### config.mk
export PLATFORM = sky130hd
export DESIGN_NAME = pipelined_control_unit
export DESIGN_NICKNAME = d
export VERILOG_FILES = /design/src/rtl/mips_ctrl_pkg.sv /design/src/rtl/control_decoder.sv /design/src/rtl/pipelined_control_unit.sv
export SDC_FILE = /design/constraint.sdc
export NUM_CORES = 1
export LEC_CHECK = 0
export CELL_PAD_IN_SITES_DETAIL_PLACEMENT = 0
export CELL_PAD_IN_SITES_GLOBAL_PLACEMENT = 1
export CORE_MARGIN = 1.5
export CORE_UTILIZATION = 37
export CTS_CLUSTER_SIZE = 10
export DETAILED_ROUTE_END_ITERATION = 10
export GPL_TIMING_DRIVEN = 0
export PLACE_DENSITY_LB_ADDON = 0.1
export SLEW_MARGIN = 20
export SYNTH_ARGS = -nofsm -noshare
export SYNTH_HDL_FRONTEND = slang
export SYNTH_SLANG_ARGS = --single-unit
### constraint.sdc
create_clock -name clk -period 2.3 [get_ports clk]
set_input_delay 0.575 -clock clk [delete_from_list [all_inputs] [get_ports clk]]
set_output_delay 0.575 -clock clk [all_outputs]
set_load 0.1 [all_outputs]
### src/rtl/mips_ctrl_pkg.sv
// Shared definitions for the pipelined MIPS control path.
// Holds the opcode/funct encodings, ALU and destination-select codes, the ID/EX control
// bundle layout (field indices, width, bubble value), the narrower per-stage control
// structs used by EX/MEM and MEM/WB, and a helper that packs a valid bundle.
package mips_ctrl_pkg;

    // Opcodes (instr[31:26])
    localparam logic [5:0] OP_RTYPE = 6'b000000;
    localparam logic [5:0] OP_J     = 6'b000010;
    localparam logic [5:0] OP_JAL   = 6'b000011;
    localparam logic [5:0] OP_BEQ   = 6'b000100;
    localparam logic [5:0] OP_BNE   = 6'b000101;
    localparam logic [5:0] OP_ADDI  = 6'b001000;
    localparam logic [5:0] OP_SLTI  = 6'b001010;
    localparam logic [5:0] OP_ANDI  = 6'b001100;
    localparam logic [5:0] OP_ORI   = 6'b001101;
    localparam logic [5:0] OP_LW    = 6'b100011;
    localparam logic [5:0] OP_SW    = 6'b101011;

    // R-type funct codes (instr[5:0])
    localparam logic [5:0] FN_ADD = 6'b100000;
    localparam logic [5:0] FN_SUB = 6'b100010;
    localparam logic [5:0] FN_AND = 6'b100100;
    localparam logic [5:0] FN_OR  = 6'b100101;
    localparam logic [5:0] FN_SLT = 6'b101010;

    // ALU control codes (zero-extended to ALUCTRL_W at the output)
    localparam int unsigned ALU_CODE_W = 3;
    localparam logic [2:0] ALU_AND = 3'b000;
    localparam logic [2:0] ALU_OR  = 3'b001;
    localparam logic [2:0] ALU_ADD = 3'b010;
    localparam logic [2:0] ALU_SUB = 3'b110;
    localparam logic [2:0] ALU_SLT = 3'b111;

    // Destination register select
    localparam logic [1:0] RFD_RT  = 2'b00;
    localparam logic [1:0] RFD_RD  = 2'b01;
    localparam logic [1:0] RFD_R31 = 2'b10;

    // ID/EX bundle layout
    localparam int unsigned B_VALID      = 0;
    localparam int unsigned B_RFWE       = 1;
    localparam int unsigned B_MTORF      = 2;
    localparam int unsigned B_DMWE       = 3;
    localparam int unsigned B_ALUINSEL   = 4;
    localparam int unsigned B_LINK       = 5;
    localparam int unsigned B_RFDSEL_LSB = 6;
    localparam int unsigned B_ALU_LSB    = 8;
    localparam int unsigned BUNDLE_W     = 11;

    localparam logic [BUNDLE_W-1:0] BUBBLE = '0;

    // Later stages only carry the fields still consumed downstream.
    typedef struct packed {
        logic link;
        logic dmwe;
        logic mtorf;
        logic rfwe;
        logic valid;
    } mem_ctrl_t;

    typedef struct packed {
        logic link;
        logic mtorf;
        logic rfwe;
        logic valid;
    } wb_ctrl_t;

    function automatic logic [BUNDLE_W-1:0] make_bundle(
        input logic       rfwe,
        input logic       mtorf,
        input logic       dmwe,
        input logic       alu_in_sel,
        input logic       link,
        input logic [1:0] rfd_sel,
        input logic [2:0] alu
    );
        return {alu, rfd_sel, link, alu_in_sel, dmwe, mtorf, rfwe, 1'b1};
    endfunction

endpackage

### src/rtl/control_decoder.sv
// Combinational main decoder + ALU decoder for the ID stage.
// Ports:
//   opcode_i, funct_i  instruction fields in ID
//   bundle_o           valid control bundle, or BUBBLE for unknown encodings
//   jump_o, branch_o, branch_ne_o, zero_ext_o   ID-only control
//   illegal_o          unknown opcode/funct (or extension opcode with EN_EXT=0)
module control_decoder
    import mips_ctrl_pkg::*;
#(
    parameter bit EN_EXT = 1'b1
) (
    input  logic [5:0]          opcode_i,
    input  logic [5:0]          funct_i,
    output logic [BUNDLE_W-1:0] bundle_o,
    output logic                jump_o,
    output logic                branch_o,
    output logic                branch_ne_o,
    output logic                zero_ext_o,
    output logic                illegal_o
);

    logic [2:0] r_alu;

    // Default is the illegal bubble so no encoding ever produces x.
    always_comb begin
        bundle_o    = BUBBLE;
        illegal_o   = 1'b1;
        jump_o      = 1'b0;
        branch_o    = 1'b0;
        branch_ne_o = 1'b0;
        zero_ext_o  = 1'b0;
        r_alu       = ALU_ADD;
        case (opcode_i)
            OP_LW: begin
                bundle_o  = make_bundle(1'b1, 1'b1, 1'b0, 1'b1, 1'b0, RFD_RT, ALU_ADD);
                illegal_o = 1'b0;
            end
            OP_SW: begin
                bundle_o  = make_bundle(1'b0, 1'b0, 1'b1, 1'b1, 1'b0, RFD_RT, ALU_ADD);
                illegal_o = 1'b0;
            end
            OP_BEQ: begin
                bundle_o  = make_bundle(1'b0, 1'b0, 1'b0, 1'b0, 1'b0, RFD_RT, ALU_SUB);
                branch_o  = 1'b1;
                illegal_o = 1'b0;
            end
            OP_ADDI: begin
                bundle_o  = make_bundle(1'b1, 1'b0, 1'b0, 1'b1, 1'b0, RFD_RT, ALU_ADD);
                illegal_o = 1'b0;
            end
            OP_J: begin
                bundle_o  = make_bundle(1'b0, 1'b0, 1'b0, 1'b0, 1'b0, RFD_RT, ALU_AND);
                jump_o    = 1'b1;
                illegal_o = 1'b0;
            end
            OP_RTYPE: begin
                illegal_o = 1'b0;
                case (funct_i)
                    FN_ADD:  r_alu = ALU_ADD;
                    FN_SUB:  r_alu = ALU_SUB;
                    FN_AND:  r_alu = ALU_AND;
                    FN_OR:   r_alu = ALU_OR;
                    FN_SLT:  r_alu = ALU_SLT;
                    default: illegal_o = 1'b1;
                endcase
                if (!illegal_o) begin
                    bundle_o = make_bundle(1'b1, 1'b0, 1'b0, 1'b0, 1'b0, RFD_RD, r_alu);
                end
            end
            OP_ANDI, OP_ORI: begin
                if (EN_EXT) begin
                    r_alu      = (opcode_i == OP_ANDI) ? ALU_AND : ALU_OR;
                    bundle_o   = make_bundle(1'b1, 1'b0, 1'b0, 1'b1, 1'b0, RFD_RT, r_alu);
                    zero_ext_o = 1'b1;
                    illegal_o  = 1'b0;
                end
            end
            OP_SLTI: begin
                if (EN_EXT) begin
                    bundle_o  = make_bundle(1'b1, 1'b0, 1'b0, 1'b1, 1'b0, RFD_RT, ALU_SLT);
                    illegal_o = 1'b0;
                end
            end
            OP_BNE: begin
                if (EN_EXT) begin
                    bundle_o    = make_bundle(1'b0, 1'b0, 1'b0, 1'b0, 1'b0, RFD_RT, ALU_SUB);
                    branch_ne_o = 1'b1;
                    illegal_o   = 1'b0;
                end
            end
            OP_JAL: begin
                if (EN_EXT) begin
                    bundle_o  = make_bundle(1'b1, 1'b0, 1'b0, 1'b0, 1'b1, RFD_R31, ALU_AND);
                    jump_o    = 1'b1;
                    illegal_o = 1'b0;
                end
            end
            default: ;
        endcase
    end

endmodule

### src/rtl/pipelined_control_unit.sv
// Pipelined control unit: decodes in ID and carries control through ID/EX, EX/MEM and
// MEM/WB with stall/flush bubbles, a sticky illegal-instruction flag and a retire counter.
// Ports:
//   clk, rst_n                  clock, asynchronous active-low reset
//   OpcodeD, FunctD             instruction fields in ID
//   StallE, FlushE              hold / bubble the ID/EX register (flush wins)
//   JumpD..IllegalD             combinational ID decode
//   ALUCtrlE..RFWEE, MtoRFSelE  EX-stage control
//   RFWEM, MtoRFSelM, DMWEM     MEM-stage control
//   RFWEW, MtoRFSelW, LinkW     WB-stage control
//   IllegalFlag, RetiredCnt     status
module pipelined_control_unit
    import mips_ctrl_pkg::*;
#(
    parameter int unsigned ALUCTRL_W = 3,
    parameter bit          EN_EXT    = 1'b1,
    parameter int unsigned CNT_W     = 32
) (
    input  logic                 clk,
    input  logic                 rst_n,
    input  logic [5:0]           OpcodeD,
    input  logic [5:0]           FunctD,
    input  logic                 StallE,
    input  logic                 FlushE,
    output logic                 JumpD,
    output logic                 BranchD,
    output logic                 BranchNED,
    output logic                 ZeroExtD,
    output logic                 IllegalD,
    output logic [ALUCTRL_W-1:0] ALUCtrlE,
    output logic                 ALUInSelE,
    output logic [1:0]           RFDSelE,
    output logic                 RFWEE,
    output logic                 RFWEM,
    output logic                 RFWEW,
    output logic                 MtoRFSelE,
    output logic                 MtoRFSelM,
    output logic                 MtoRFSelW,
    output logic                 DMWEM,
    output logic                 LinkW,
    output logic                 IllegalFlag,
    output logic [CNT_W-1:0]     RetiredCnt
);

    logic [BUNDLE_W-1:0] dec_bundle;
    logic [BUNDLE_W-1:0] id_ex_d, id_ex_q;
    mem_ctrl_t           ex_mem_d, ex_mem_q;
    wb_ctrl_t            mem_wb_d, mem_wb_q;
    logic                flag_d, flag_q;
    logic [CNT_W-1:0]    cnt_d, cnt_q;
    logic                stall_eff;

    control_decoder #(
        .EN_EXT (EN_EXT)
    ) u_decoder (
        .opcode_i    (OpcodeD),
        .funct_i     (FunctD),
        .bundle_o    (dec_bundle),
        .jump_o      (JumpD),
        .branch_o    (BranchD),
        .branch_ne_o (BranchNED),
        .zero_ext_o  (ZeroExtD),
        .illegal_o   (IllegalD)
    );

    always_comb begin
        // A flush overrides the stall entirely, so EX/MEM keeps advancing.
        stall_eff = StallE && !FlushE;

        if (FlushE) begin
            id_ex_d = BUBBLE;
        end else if (StallE) begin
            id_ex_d = id_ex_q;
        end else begin
            id_ex_d = dec_bundle;
        end

        ex_mem_d = '0;
        if (!stall_eff) begin
            ex_mem_d.valid = id_ex_q[B_VALID];
            ex_mem_d.rfwe  = id_ex_q[B_RFWE];
            ex_mem_d.mtorf = id_ex_q[B_MTORF];
            ex_mem_d.dmwe  = id_ex_q[B_DMWE];
            ex_mem_d.link  = id_ex_q[B_LINK];
        end

        mem_wb_d.valid = ex_mem_q.valid;
        mem_wb_d.rfwe  = ex_mem_q.rfwe;
        mem_wb_d.mtorf = ex_mem_q.mtorf;
        mem_wb_d.link  = ex_mem_q.link;

        // Only an ID cycle that is actually accepted can flag an illegal instruction.
        flag_d = flag_q | (IllegalD & ~StallE & ~FlushE);
        cnt_d  = mem_wb_q.valid ? cnt_q + CNT_W'(1) : cnt_q;
    end

    always_ff @(posedge clk or negedge rst_n) begin
        if (!rst_n) begin
            id_ex_q  <= BUBBLE;
            ex_mem_q <= '0;
            mem_wb_q <= '0;
            flag_q   <= 1'b0;
            cnt_q    <= '0;
        end else begin
            id_ex_q  <= id_ex_d;
            ex_mem_q <= ex_mem_d;
            mem_wb_q <= mem_wb_d;
            flag_q   <= flag_d;
            cnt_q    <= cnt_d;
        end
    end

    assign ALUCtrlE    = ALUCTRL_W'(id_ex_q[B_ALU_LSB +: ALU_CODE_W]);
    assign ALUInSelE   = id_ex_q[B_ALUINSEL];
    assign RFDSelE     = id_ex_q[B_RFDSEL_LSB +: 2];
    assign RFWEE       = id_ex_q[B_RFWE];
    assign MtoRFSelE   = id_ex_q[B_MTORF];
    assign RFWEM       = ex_mem_q.rfwe;
    assign MtoRFSelM   = ex_mem_q.mtorf;
    assign DMWEM       = ex_mem_q.dmwe;
    assign RFWEW       = mem_wb_q.rfwe;
    assign MtoRFSelW   = mem_wb_q.mtorf;
    assign LinkW       = mem_wb_q.link;
    assign IllegalFlag = flag_q;
    assign RetiredCnt  = cnt_q;

endmodule

==> results by group <==
Clocking
  – Sink Count: 52
  – Max clock buf depth: 2
  – Post-CTS Hold Fix Bufs: 0
  – TritonCTS Buffers: 5
  – Clock slew at reported path FFs: 100 ps
  – CTS tree: done
  – CTS root buffer: clkbuf_8
  – Max H-tree Level: 2
  – Worst skew pair latency: 300 ps

Synth
  – Top-area cell type share of the netlist area: 53.1%
  – Synth warnings: 0
  – Post-synthesis sequential element count: 52
  – Post-synthesis instance area: 0.00245 mm²
  – Post-Synthesis Cells: 225
  – Top post-synthesis cells by area: dfrtp_1 53%, xnor2_1 8.9%, nand4_1 3.1%
  – Seq/Total Area, Yosys: 53.1%
  – Yosys top cell by area: dfrtp_1
  – Top_reg_cell synth: dfrtp_1
  – Mean Syn Cell Area: 10.9 µm²
  – Post-synth EDFFs: 0
  – Mapped Nets: 242
  – Yosys cell types: 45
  – Async SR Flop Fraction: 100%

Global routing
  – Vias in the first global route: 1846
  – Global-route wire length before repair: approximately 9000 µm
  – Initial antenna violation count: 0
  – Grt total ovfl: 0
  – Largest net degree at the start of global routing: 53
  – Total GRT Usage: ~16%

Floorplanning
  – Io pins: 68
  – Die width: 84.4 µm
  – Cell row count: 29
  – Core area: 0.00639 mm²
  – Starting Density: 38.4%
  – Die Ht: 84.4 µm
  – DIE AREA: between 0.007 and 0.008 mm²

Routing
  – # DRC: 0
  – Routed WL per cell: 14.2 µm
  – Vias/cell: 5.02
  – Initial DRT Pass Iterations: 4
  – Initial DRC count: 83
  – Total number of vias: approximately 1900
  – Antenna viol nets, final: 0
  – Routed WL: between 5000 and 6000 µm

Status
  – Status: completed

Timing
  – Clk_skew: 5.74 ps
  – Final WS setup: 36.7 ps
  – Slew headroom: 35.3%
  – Fin crit share: a little under 100%
  – Final setup violation count: 0
  – Slew @ Worst Pin: 974 ps
  – RSZ-0062 raised after global routing: yes
  – Hold WS: 286 ps
  – Final hold vios: 0
  – Final Max Tran Viols: 0
  – Fmax: between 0.4 and 0.5 GHz
  – Tmin final: approximately 2300 ps

Power and ir drop
  – Worst IR drop on VDD: 0.801 mV
  – Pwr Total: about 2.2 mW
  – Leakage Power: about 1.8 nW
  – Power per cell area: 627 mW/mm²

Place
  – Placed cells: between 300 and 400
  – Port bufs: 64
  – HPWL after DPL: 3680 µm
  – Placer Congestion: between 0.7 and 0.8
  – Pre-CTS WS: -1650 ps

Setup path
  – Crit path arrival time: 1690 ps
  – Worst path cell trace: clkdlybuf4s50_1, mux2i_1, nand4_1, o21ai_2, inv_2, buf_12
  – Crit-path max cell delay: 440 ps
  – Critical path required time: around 1700 ps
  – Crit-path slowest cell: clkdlybuf4s50_1
  – Worst setup SP type: primary input
  – CP Class: primary input to output pin
  – Critical path capture point type: output pin
  – Critical path peak fanout: 3
  – Cells on worst reg2reg path: 4

Final layout
  – Utilization after layout: 54.4%
  – Proportion of layout cells with a drive suffix above 1: 20.3%
  – Commonest non-fill, non-tap cell in the layout: dfrtp_1
  – Antenna Cells: 0
  – Finished Layout Cells: 387
  – Area growth syn-to-layout: 41.7%
  – Number of nets in the layout: about 330
  – Commonest cells after routing, fill and taps aside: 51 x dfrtp_1, 47 x dlygate4sd2_1, 25 x xnor2_1, 19 x buf_4, 17 x nand2_1

Hold path
  – Worst hold-check path type: primary input to async pin

Flow run
  – Max-Cap Viols: 0
-- state kept, by name, summed over array words and instances, names as in the netlist --
name and count:
RFWEW 1, mem_wb_q 1, DMWEM 1, ex_mem_q 2, LinkW 1, MtoRFSelW 1, MtoRFSelM 1, id_ex_q 10
RFWEM 1, IllegalFlag 1, RetiredCnt 32
-- cells by family (layout without fill, tap and decap cells) --
logic type	count (synthesis)	count (layout)	share of synthesized area, %
simple gates	98	98	24.2
flops	52	52	53.1
xor+xnor	31	31	11.1
compound gates	23	23	6.59
buf+inv	18	103	3.68
mux	2	2	0.868
fa+ha+maj	1	1	0.510
-- through the flow --
step	setup TNS, ps	instance area (µm²)
after floorplan	-419	2460
after global placement	-59570	3200
after detailed placement	-8240	3190
after CTS	-86.6	3430
after global routing	-46.7	3470
final	0	3470
-- cell usage after synthesis, types with 2 or more instances --
cell type	number
a21oi_1	6
a22o_1	4
and2_1	5
and3_1	6
buf_2	3
buf_4	5
clkbuf_1	4
dfrtp_1	52
inv_1	6
nand2_1	17
nand2b_1	2
nand3_1	11
nand4_1	12
nand4_2	2
nor2_1	16
nor2b_1	4
nor3_1	5
nor4_1	4
nor4_4	2
nor4b_1	3
o21a_1	2
o31a_1	2
xnor2_1	25
xor2_1	6
-- report_power, final --
part / switching [mW] / internal, mW / total (mW)
clock network: 0.301 / 0.245 / 0.546
registers: 0.0711 / 0.961 / 1.03
logic: 0.456 / 0.142 / 0.598
-- path summary, 6_finish.rpt --
check                         startpoint        endpoint  slack, ps
max in group asynchronous          rst_n   RetiredCnt[4]       1540
setup reg to reg           RetiredCnt[3]  RetiredCnt[25]        580
min in group clk             ex_mem_q[4]           LinkW        360
hold reg to reg              ex_mem_q[4]           LinkW        360
setup / recovery               FunctD[0]        IllegalD         40
hold / removal                     rst_n  RetiredCnt[12]        290
-- routing by layer --
metal	global-route usage, %	vias up	part of all wire, %
li1	-	953	-
met1	22.1	936	50
met2	24.9	47	44
met3	3.74	6	4.8
met4	3.96	0	1.1
met5	0	-	0
-- critical path, delay by kind of cell --
kind	cells	cell delay, ps
buffers and inverters	3	670
muxes	1	160
and+or+nand+nor	1	160
AOI/OAI and AO/OA	1	130
-- repair_timing --
action | in CTS | in global routing
endpoints found under the hold margin | 0 | 0
cloned | 0 | 1
resized for setup | 119 | 13
endpoints found under the setup margin | 52 | 4
pin swaps | 6 | 6
setup buffers | 8 | 4
-- final cells by class --
| class | count | area [µm²] |
|---|---|---|
| timing repair buffer | 77 | 696 |
| multi-input combinational | 155 | 1160 |
| buffer | 12 | 98.8 |
| clock buffer | 7 | 86.3 |
| inverter | 6 | 22.5 |
| tap | 77 | 96.3 |
| clock inverter | 1 | 7.51 |
| sequential | 52 | 1300 |
| fill | 598 | 2910 |
Note: power is estimated with default switching activity, not from simulation.
